File: config.mk
export PLATFORM = sky130hd
export DESIGN_NAME = reg_dump_ctrl
export DESIGN_NICKNAME = d
export VERILOG_FILES = /design/src/rtl/reg_dump_ctrl.sv
export SDC_FILE = /design/constraint.sdc
export NUM_CORES = 1
export LEC_CHECK = 0
export ABC_AREA = 1
export CAP_MARGIN = 30
export CORE_ASPECT_RATIO = 0.75
export CORE_MARGIN = 2
export CORE_UTILIZATION = 35
export CTS_CLUSTER_SIZE = 10
export DETAILED_ROUTE_END_ITERATION = 8
export PLACE_DENSITY = 0.72
export SYNTH_ARGS = -nofsm -noshare
export SYNTH_HDL_FRONTEND = slang
export SYNTH_SLANG_ARGS = --single-unit
export TNS_END_PERCENT = 5
File: constraint.sdc
create_clock -name clk -period 1.7 [get_ports clk]
set_input_delay 0.255 -clock clk [delete_from_list [all_inputs] [get_ports clk]]
set_output_delay 0.255 -clock clk [all_outputs]
set_load 0.05 [all_outputs]
File: src/rtl/reg_dump_ctrl.sv
// rtl/reg_dump_ctrl.sv - sequential register-bank dump engine with ready/valid word output
// Optional trailing XOR checksum word enabled by defining REG_DUMP_CSUM_EN.
module reg_dump_ctrl #(
    parameter int DATA_W = 32,
    parameter int ADDR_W = 5
) (
    input  logic              clk,
    input  logic              rst,
    input  logic              start,
    input  logic [ADDR_W-1:0] firstReg,
    input  logic [ADDR_W-1:0] lastReg,
    output logic [ADDR_W-1:0] readReg,
    input  logic [DATA_W-1:0] readData,
    output logic [DATA_W-1:0] outData,
    output logic [ADDR_W-1:0] outIndex,
    output logic              outValid,
    input  logic              outReady,
    output logic              outLast,
    output logic              busy,
    output logic              done
);

`ifdef REG_DUMP_CSUM_EN
    typedef enum logic [2:0] {IDLE, READ, SEND, CSUM, DONE} state_t;
`else
    typedef enum logic [2:0] {IDLE, READ, SEND, DONE} state_t;
`endif

    state_t            r_state;
    logic [ADDR_W-1:0] r_cur;
    logic [ADDR_W-1:0] r_last;
    logic [DATA_W-1:0] r_out_data;
    logic [ADDR_W-1:0] r_out_index;
    logic              r_out_valid;
    logic              r_out_last;
    logic              r_busy;
    logic              r_done;
`ifdef REG_DUMP_CSUM_EN
    logic [DATA_W-1:0] r_csum;
`endif

    wire w_at_last = (r_cur == r_last);

    always_ff @(posedge clk) begin
        if (rst) begin
            r_state     <= IDLE;
            r_cur       <= '0;
            r_last      <= '0;
            r_out_data  <= '0;
            r_out_index <= '0;
            r_out_valid <= 1'b0;
            r_out_last  <= 1'b0;
            r_busy      <= 1'b0;
            r_done      <= 1'b0;
`ifdef REG_DUMP_CSUM_EN
            r_csum      <= '0;
`endif
        end else begin
            case (r_state)
                IDLE: begin
                    if (start) begin
                        r_cur   <= firstReg;
                        r_last  <= lastReg;
                        r_busy  <= 1'b1;
                        r_state <= READ;
`ifdef REG_DUMP_CSUM_EN
                        r_csum  <= '0;
`endif
                    end
                end
                READ: begin
                    r_out_data  <= readData;
                    r_out_index <= r_cur;
                    r_out_valid <= 1'b1;
`ifdef REG_DUMP_CSUM_EN
                    // The checksum word carries the final outLast instead.
                    r_csum      <= r_csum ^ readData;
                    r_out_last  <= 1'b0;
`else
                    r_out_last  <= w_at_last;
`endif
                    r_state     <= SEND;
                end
                SEND: begin
                    if (outReady) begin
                        if (!w_at_last) begin
                            r_cur       <= r_cur + ADDR_W'(1);
                            r_out_valid <= 1'b0;
                            r_state     <= READ;
                        end else begin
`ifdef REG_DUMP_CSUM_EN
                            r_out_data  <= r_csum;
                            r_out_index <= r_last;
                            r_out_last  <= 1'b1;
                            r_state     <= CSUM;
`else
                            r_out_valid <= 1'b0;
                            r_out_last  <= 1'b0;
                            r_done      <= 1'b1;
                            r_state     <= DONE;
`endif
                        end
                    end
                end
`ifdef REG_DUMP_CSUM_EN
                CSUM: begin
                    if (outReady) begin
                        r_out_valid <= 1'b0;
                        r_out_last  <= 1'b0;
                        r_done      <= 1'b1;
                        r_state     <= DONE;
                    end
                end
`endif
                DONE: begin
                    r_done  <= 1'b0;
                    r_busy  <= 1'b0;
                    r_state <= IDLE;
                end
                default: r_state <= IDLE;
            endcase
        end
    end

    assign readReg  = r_cur;
    assign outData  = r_out_data;
    assign outIndex = r_out_index;
    assign outValid = r_out_valid;
    assign outLast  = r_out_last;
    assign busy     = r_busy;
    assign done     = r_done;

endmodule
Word-level counts from Yosys, hierarchy flattened
Index checks and enable logic that the tools add are counted.
- add/sub/neg operators: 1
- multipliers: 0
- divide/modulo/power cells: 0
- $lt $le $gt $ge: 0
- equal/unequal tests: 8
- shift-type cells: 0
- muxes and demuxes: 18
- bitwise logic cells: 0
- reductions and logical operators: 12
- operator list (operator ; count):
    5-bit 2-to-1 mux ; 3
    5-bit one-hot mux with 2 select lines ; 1
    3-bit one-hot mux with 3 select lines ; 1
    2-bit inequality test (second input constant) ; 4
    1-bit one-hot mux with 2 select lines ; 4
    2-bit AND reduction ; 4
    2-bit nonzero test ; 4
    3-bit by 2-bit equality test with 1-bit output (second input constant) ; 2
    1-bit 2-to-1 mux ; 6
    3-bit 2-to-1 mux ; 2
    3-bit AND reduction ; 2
    5-bit by 1-bit adder with 5-bit output (second input constant) ; 1
    5-bit equality test ; 1
    4-bit AND reduction ; 1
    3-bit by 1-bit equality test with 1-bit output (second input constant) ; 1
    3-bit logical NOT ; 1
    2-bit 2-to-1 mux ; 1
- register bits after elaboration: 54
- bits in latches: 0
- RAM bits: 0
- ROM bits: 0
- bits of input ports: 46
- output and inout bits: 46
- word-level logic and storage cells: 48
- memories: 0

Logic depth before layout (Yosys ltp)
- depth in word-level cells: 4
- depth in mapped cells: 10
- mapped depth without buffers: 10

Worst setup path after synthesis
Ideal clock, no wire load.
- kind: reg2reg
- start point: register r_cur[0], in the netlist readReg[0]
- end point: register r_cur[4], in the netlist readReg[4]
- setup time: 65 ps
- data arrival time: 1526 ps
- required time: 1635 ps
- slack: 109 ps
- cell stages (with the launch flop): 9
- buffers on the path: 0
- period minus slack after synthesis: 1591 ps
- path through: dfxtp_1 > ha_1 > nand2_1 > o21ai_0 > nand3_1 > nand2_1 > nand3b_1 > nand2_1 > nor2_1
- longest elaborated chain between the ends: 4
- elaborated cells between the ends (all ways): 7
- those cells by class: add/sub: 1; eq/ne: 2; mux: 3; reduce/logical: 1
- RTL lines (item ; line ; RTL):
    start, declared ; 30 ; logic [ADDR_W-1:0] r_cur;
    start signal, assigned ; 62 ; r_cur <= firstReg;
    start signal, assigned ; 87 ; r_cur <= r_cur + ADDR_W'(1);
    5-bit by 1-bit adder with 5-bit output ; 87 ;
    5-bit 2-to-1 mux ; 86 ; if (!w_at_last) begin
    5-bit 2-to-1 mux ; 85 ; if (outReady) begin
    5-bit one-hot mux with 2 select lines ; 59 ; case (r_state)
Several ways; a longest one is shown, not always the timed one. The select of a mux whose other input is x is not followed.
A chain may end at the register's enable or synchronous reset.

Final worst setup path
- start point: register r_cur[3], in the netlist readReg[3]
- end point: register r_cur[4], in the netlist readReg[4]
Same word-level chain as after synthesis.

==> results.sh <==
export IMPL_crit_family="simple AND/OR/NAND/NOR gates"
export IMPL_hold_depth=2
export IMPL_h_tree_depth=2
export IMPL_reg2reg_to="readReg[4]"
export IMPL_r2r_cells=7
export IMPL_final_setup_viol_count=0
export IMPL_power_density_mw_per_mm2=993.8
export IMPL_routed_wirelength_mm=5.547
export IMPL_p_seq_share_pct=46.1
export IMPL_avgSynthCellArea_um2=7.649
export IMPL_synth_async_reset_ratio_pct=0
export IMPL_drive_gt1_share_pct=20.80
export IMPL_pwr_share_clk_pct=22.3
export IMPL_drv_slew=0
export IMPL_slowest_stage="dfxtp_1"
export IMPL_areaGrowthSynthToFinish_pct=45.26
export IMPL_start_util_pct=36.78
export IMPL_internal_power_mw=1.988
export IMPL_numCtsBuffers=5
export IMPL_nFillCells=593
export IMPL_cts_tree="yes"
export IMPL_path_max_fanout=9
export IMPL_ys_types=28
export IMPL_gp_congestion=0.7714
export IMPL_drtAntennaViolNets=0
export IMPL_num_nets_final=421
export IMPL_post_cts_buffers=0
export IMPL_root_buffer="clkbuf_8"
export IMPL_final_period_utilization_pct=83.43
export IMPL_ys_ff_latch=53
export IMPL_ios=92
export IMPL_grt_max_degree=36
export IMPL_rrSetupSlack_ns=0.28
export IMPL_placementRows=24
export IMPL_syn_nets=330
export IMPL_chipHeight_um=72.11
export IMPL_vias=2110
export IMPL_core_mm2=0.005886
export IMPL_maxCapViolations=0
export IMPL_synth_main_ff_cell="dfxtp_1"
export IMPL_grt_pass1_wl_mm=9.149
export IMPL_cp_end_kind="flop"
export IMPL_syn_inst=283
export IMPL_ctsResizeCount=0
export IMPL_max_freq_mhz=705.0
export IMPL_cp_start_kind="flop"
export IMPL_yosysWarnings=0
export IMPL_path_buf_inv=1
export IMPL_hold_violations=0
export IMPL_grt_pass1_vias=1999
export IMPL_rr_startpoint="readReg[3]"
export IMPL_syn_area_mm2=0.002165
export IMPL_viasPerCell=4.658
export IMPL_swShare_pct=36.38
export IMPL_cts_hold_fix_buffers=0
export IMPL_most_common_layout_cells="nor2_1, dfxtp_1, buf_4, o21ai_0, clkdlybuf4s50_1"
export IMPL_cp_common_cell="nand2_1"
export IMPL_cts_sinks=53
export IMPL_slowest_delay_ns=0.45
export IMPL_drt_first_iter_violations=62
export IMPL_relSlewSlack_pct=60.15
export IMPL_antenna_found_initial=0
export IMPL_dp_hpwl_mm=4.126
export IMPL_antenna_cells=0
export IMPL_path_cells="inv_2 > nand2_1 > nand2_1 > nor2_2 > nand4_4 > a21oi_1 > nor2_1"
export IMPL_clock_skew_ns=0.007698
export IMPL_final_area_mm2=0.003144
export IMPL_wl_per_cell_um=12.25
export IMPL_totalPowerFinal_mw=3.125
export IMPL_path_clk_slew_ns=0.10
export IMPL_finalCriticalPeriod_ns=1.418
export IMPL_vdd_ir_drop_max_uv=548.2
export IMPL_synth_edf_count=0
export IMPL_hold_end="outLast"
export IMPL_finalSetupTns_ns=0
export IMPL_fp_dieArea_mm2=0.006836
export IMPL_power_switching_mw=1.137
export IMPL_min_from="outLast"
export IMPL_run_status="complete, no violations"
export IMPL_hold_class="reg -> reg"
export IMPL_worstPathRequired_ns=1.91
export IMPL_overflow=0
export IMPL_leakage_nw=1.432
export IMPL_place_area_mm2=0.003058
export IMPL_ys_seq_area_share_pct=49.02
export IMPL_pwr_share_comb_pct=31.6
export IMPL_ctsLongestPathBuffers=2
export IMPL_instances_no_fill=453
export IMPL_worst_pin_slew_ns=0.5968
export IMPL_cp_arrival_ns=1.62
export IMPL_route_detailed_drc=0
export IMPL_dpl_cell_count=445
export IMPL_portBuffers=91
export IMPL_clkLatencyLatePin_ns=0.30
export IMPL_fp_dieW_um=94.81
export IMPL_gr_usage_all_layers_pct=16.83
export IMPL_rsz0062_at_grt="false"
export IMPL_drtPass1Iterations=4
export IMPL_final_common_cell="nor2_1"
export IMPL_crit_type="reg -> reg"
export IMPL_whs_ns=0.4707
-- metal layers --
metal / vias to the layer above / global-route usage, % / wire [um]
li1: 1089 / - / -
met1: 946 / 22.63 / 2551
met2: 73 / 25.30 / 2314
met3: 2 / 7.061 / 657
met4: 0 / 3.865 / 25
met5: - / 0 / 0
-- how the worst max path moves through the flow --
stage / from / slack, ns / end / depth (start not counted)
after floorplan: readReg[0] / 0.11 / readReg[4] / 8
after global placement: outReady / 0.26 / readReg[2] / 8
after detailed placement: outReady / 0.24 / readReg[2] / 8
after CTS: readReg[2] / 0.27 / readReg[4] / 7
after global routing: readReg[3] / 0.13 / readReg[3] / 7
final: readReg[3] / 0.28 / readReg[4] / 7
-- synthesized netlist by cell type (2+ instances only) --
master / number / share of area, %
inv_1: 8 / 1.4
buf_2: 4 / 0.92
inv_2: 6 / 1.0
nand2_1: 35 / 6.1
nand3_1: 4 / 0.92
nor2_2: 2 / 0.58
clkbuf_1: 8 / 1.4
o21ai_0: 46 / 11
a21oi_1: 15 / 3.5
dfxtp_1: 53 / 49
nand3b_1: 4 / 1.4
nand4_1: 2 / 0.58
nor2_8: 2 / 1.8
nor2_1: 80 / 14
-- sequential cells by signal (all words and copies together), names as in the netlist --
signal and flops:
busy 1, done 1, outIndex 5, outData 32, r_state 2, outLast 1, readReg 5, outValid 1
r_last 5
-- stage by stage --
| stage | util (%) | worst slack [ns] |
|---|---|---|
| 4_1_cts | 53.42 | 0.2749 |
| 6_report | 53.42 | 0.2816 |
| 5_1_grt | 53.42 | 0.1310 |
| 2_1_floorplan | - | 0.1090 |
| 3_3_place_gp | 51.96 | 0.2570 |
| 3_5_place_dp | 51.96 | 0.2384 |
-- area by class of cell --
cell class | count | area [um2] | share of cell area, %
flip-flops and latches | 53 | 1061 | 33.74
multi-input cells | 201 | 980.9 | 31.20
repair buffers | 97 | 853.3 | 27.14
well taps | 78 | 97.59 | 3.104
clock buffers | 5 | 68.82 | 2.189
inverters | 16 | 65.06 | 2.069
clock inverters | 3 | 17.52 | 0.5571
-- worst reg2reg max path: cells and delay by family, from the launching register on --
| family | cells | cell delay, ns |
|---|---|---|
| AO/OA/AOI/OAI | 1 | 0.19 |
| buffers and inverters | 1 | 0.10 |
| flip-flops | 1 | 0.45 |
| AND/OR/NAND/NOR | 5 | 0.60 |
-- kinds of logic (layout without fill, tap and decap cells) --
logic type | count (synthesis) | after routing | synth area share (%)
DFF | 53 | 53 | 49.02
xor gates and xnor gates | 1 | 1 | 0.4047
buffers and inverters | 29 | 121 | 5.665
AOI/OAI and AO/OA | 63 | 63 | 14.74
and+or+nand+nor | 136 | 136 | 29.60
adders and majority gates | 1 | 1 | 0.5779
-- power groups by stage --
stage | sequential [mW] | clock [mW] | combinational (mW)
finish | 1.44 | 0.697 | 0.986
global route | 1.46 | 0.768 | 1.07
CTS | 1.44 | 0.724 | 0.998
detailed placement | 1.47 | 0 | 0.997
global placement | 1.46 | 0 | 0.989
floorplan | 1.80 | 0 | 0.306
Note: power is estimated with default switching activity, not from simulation.
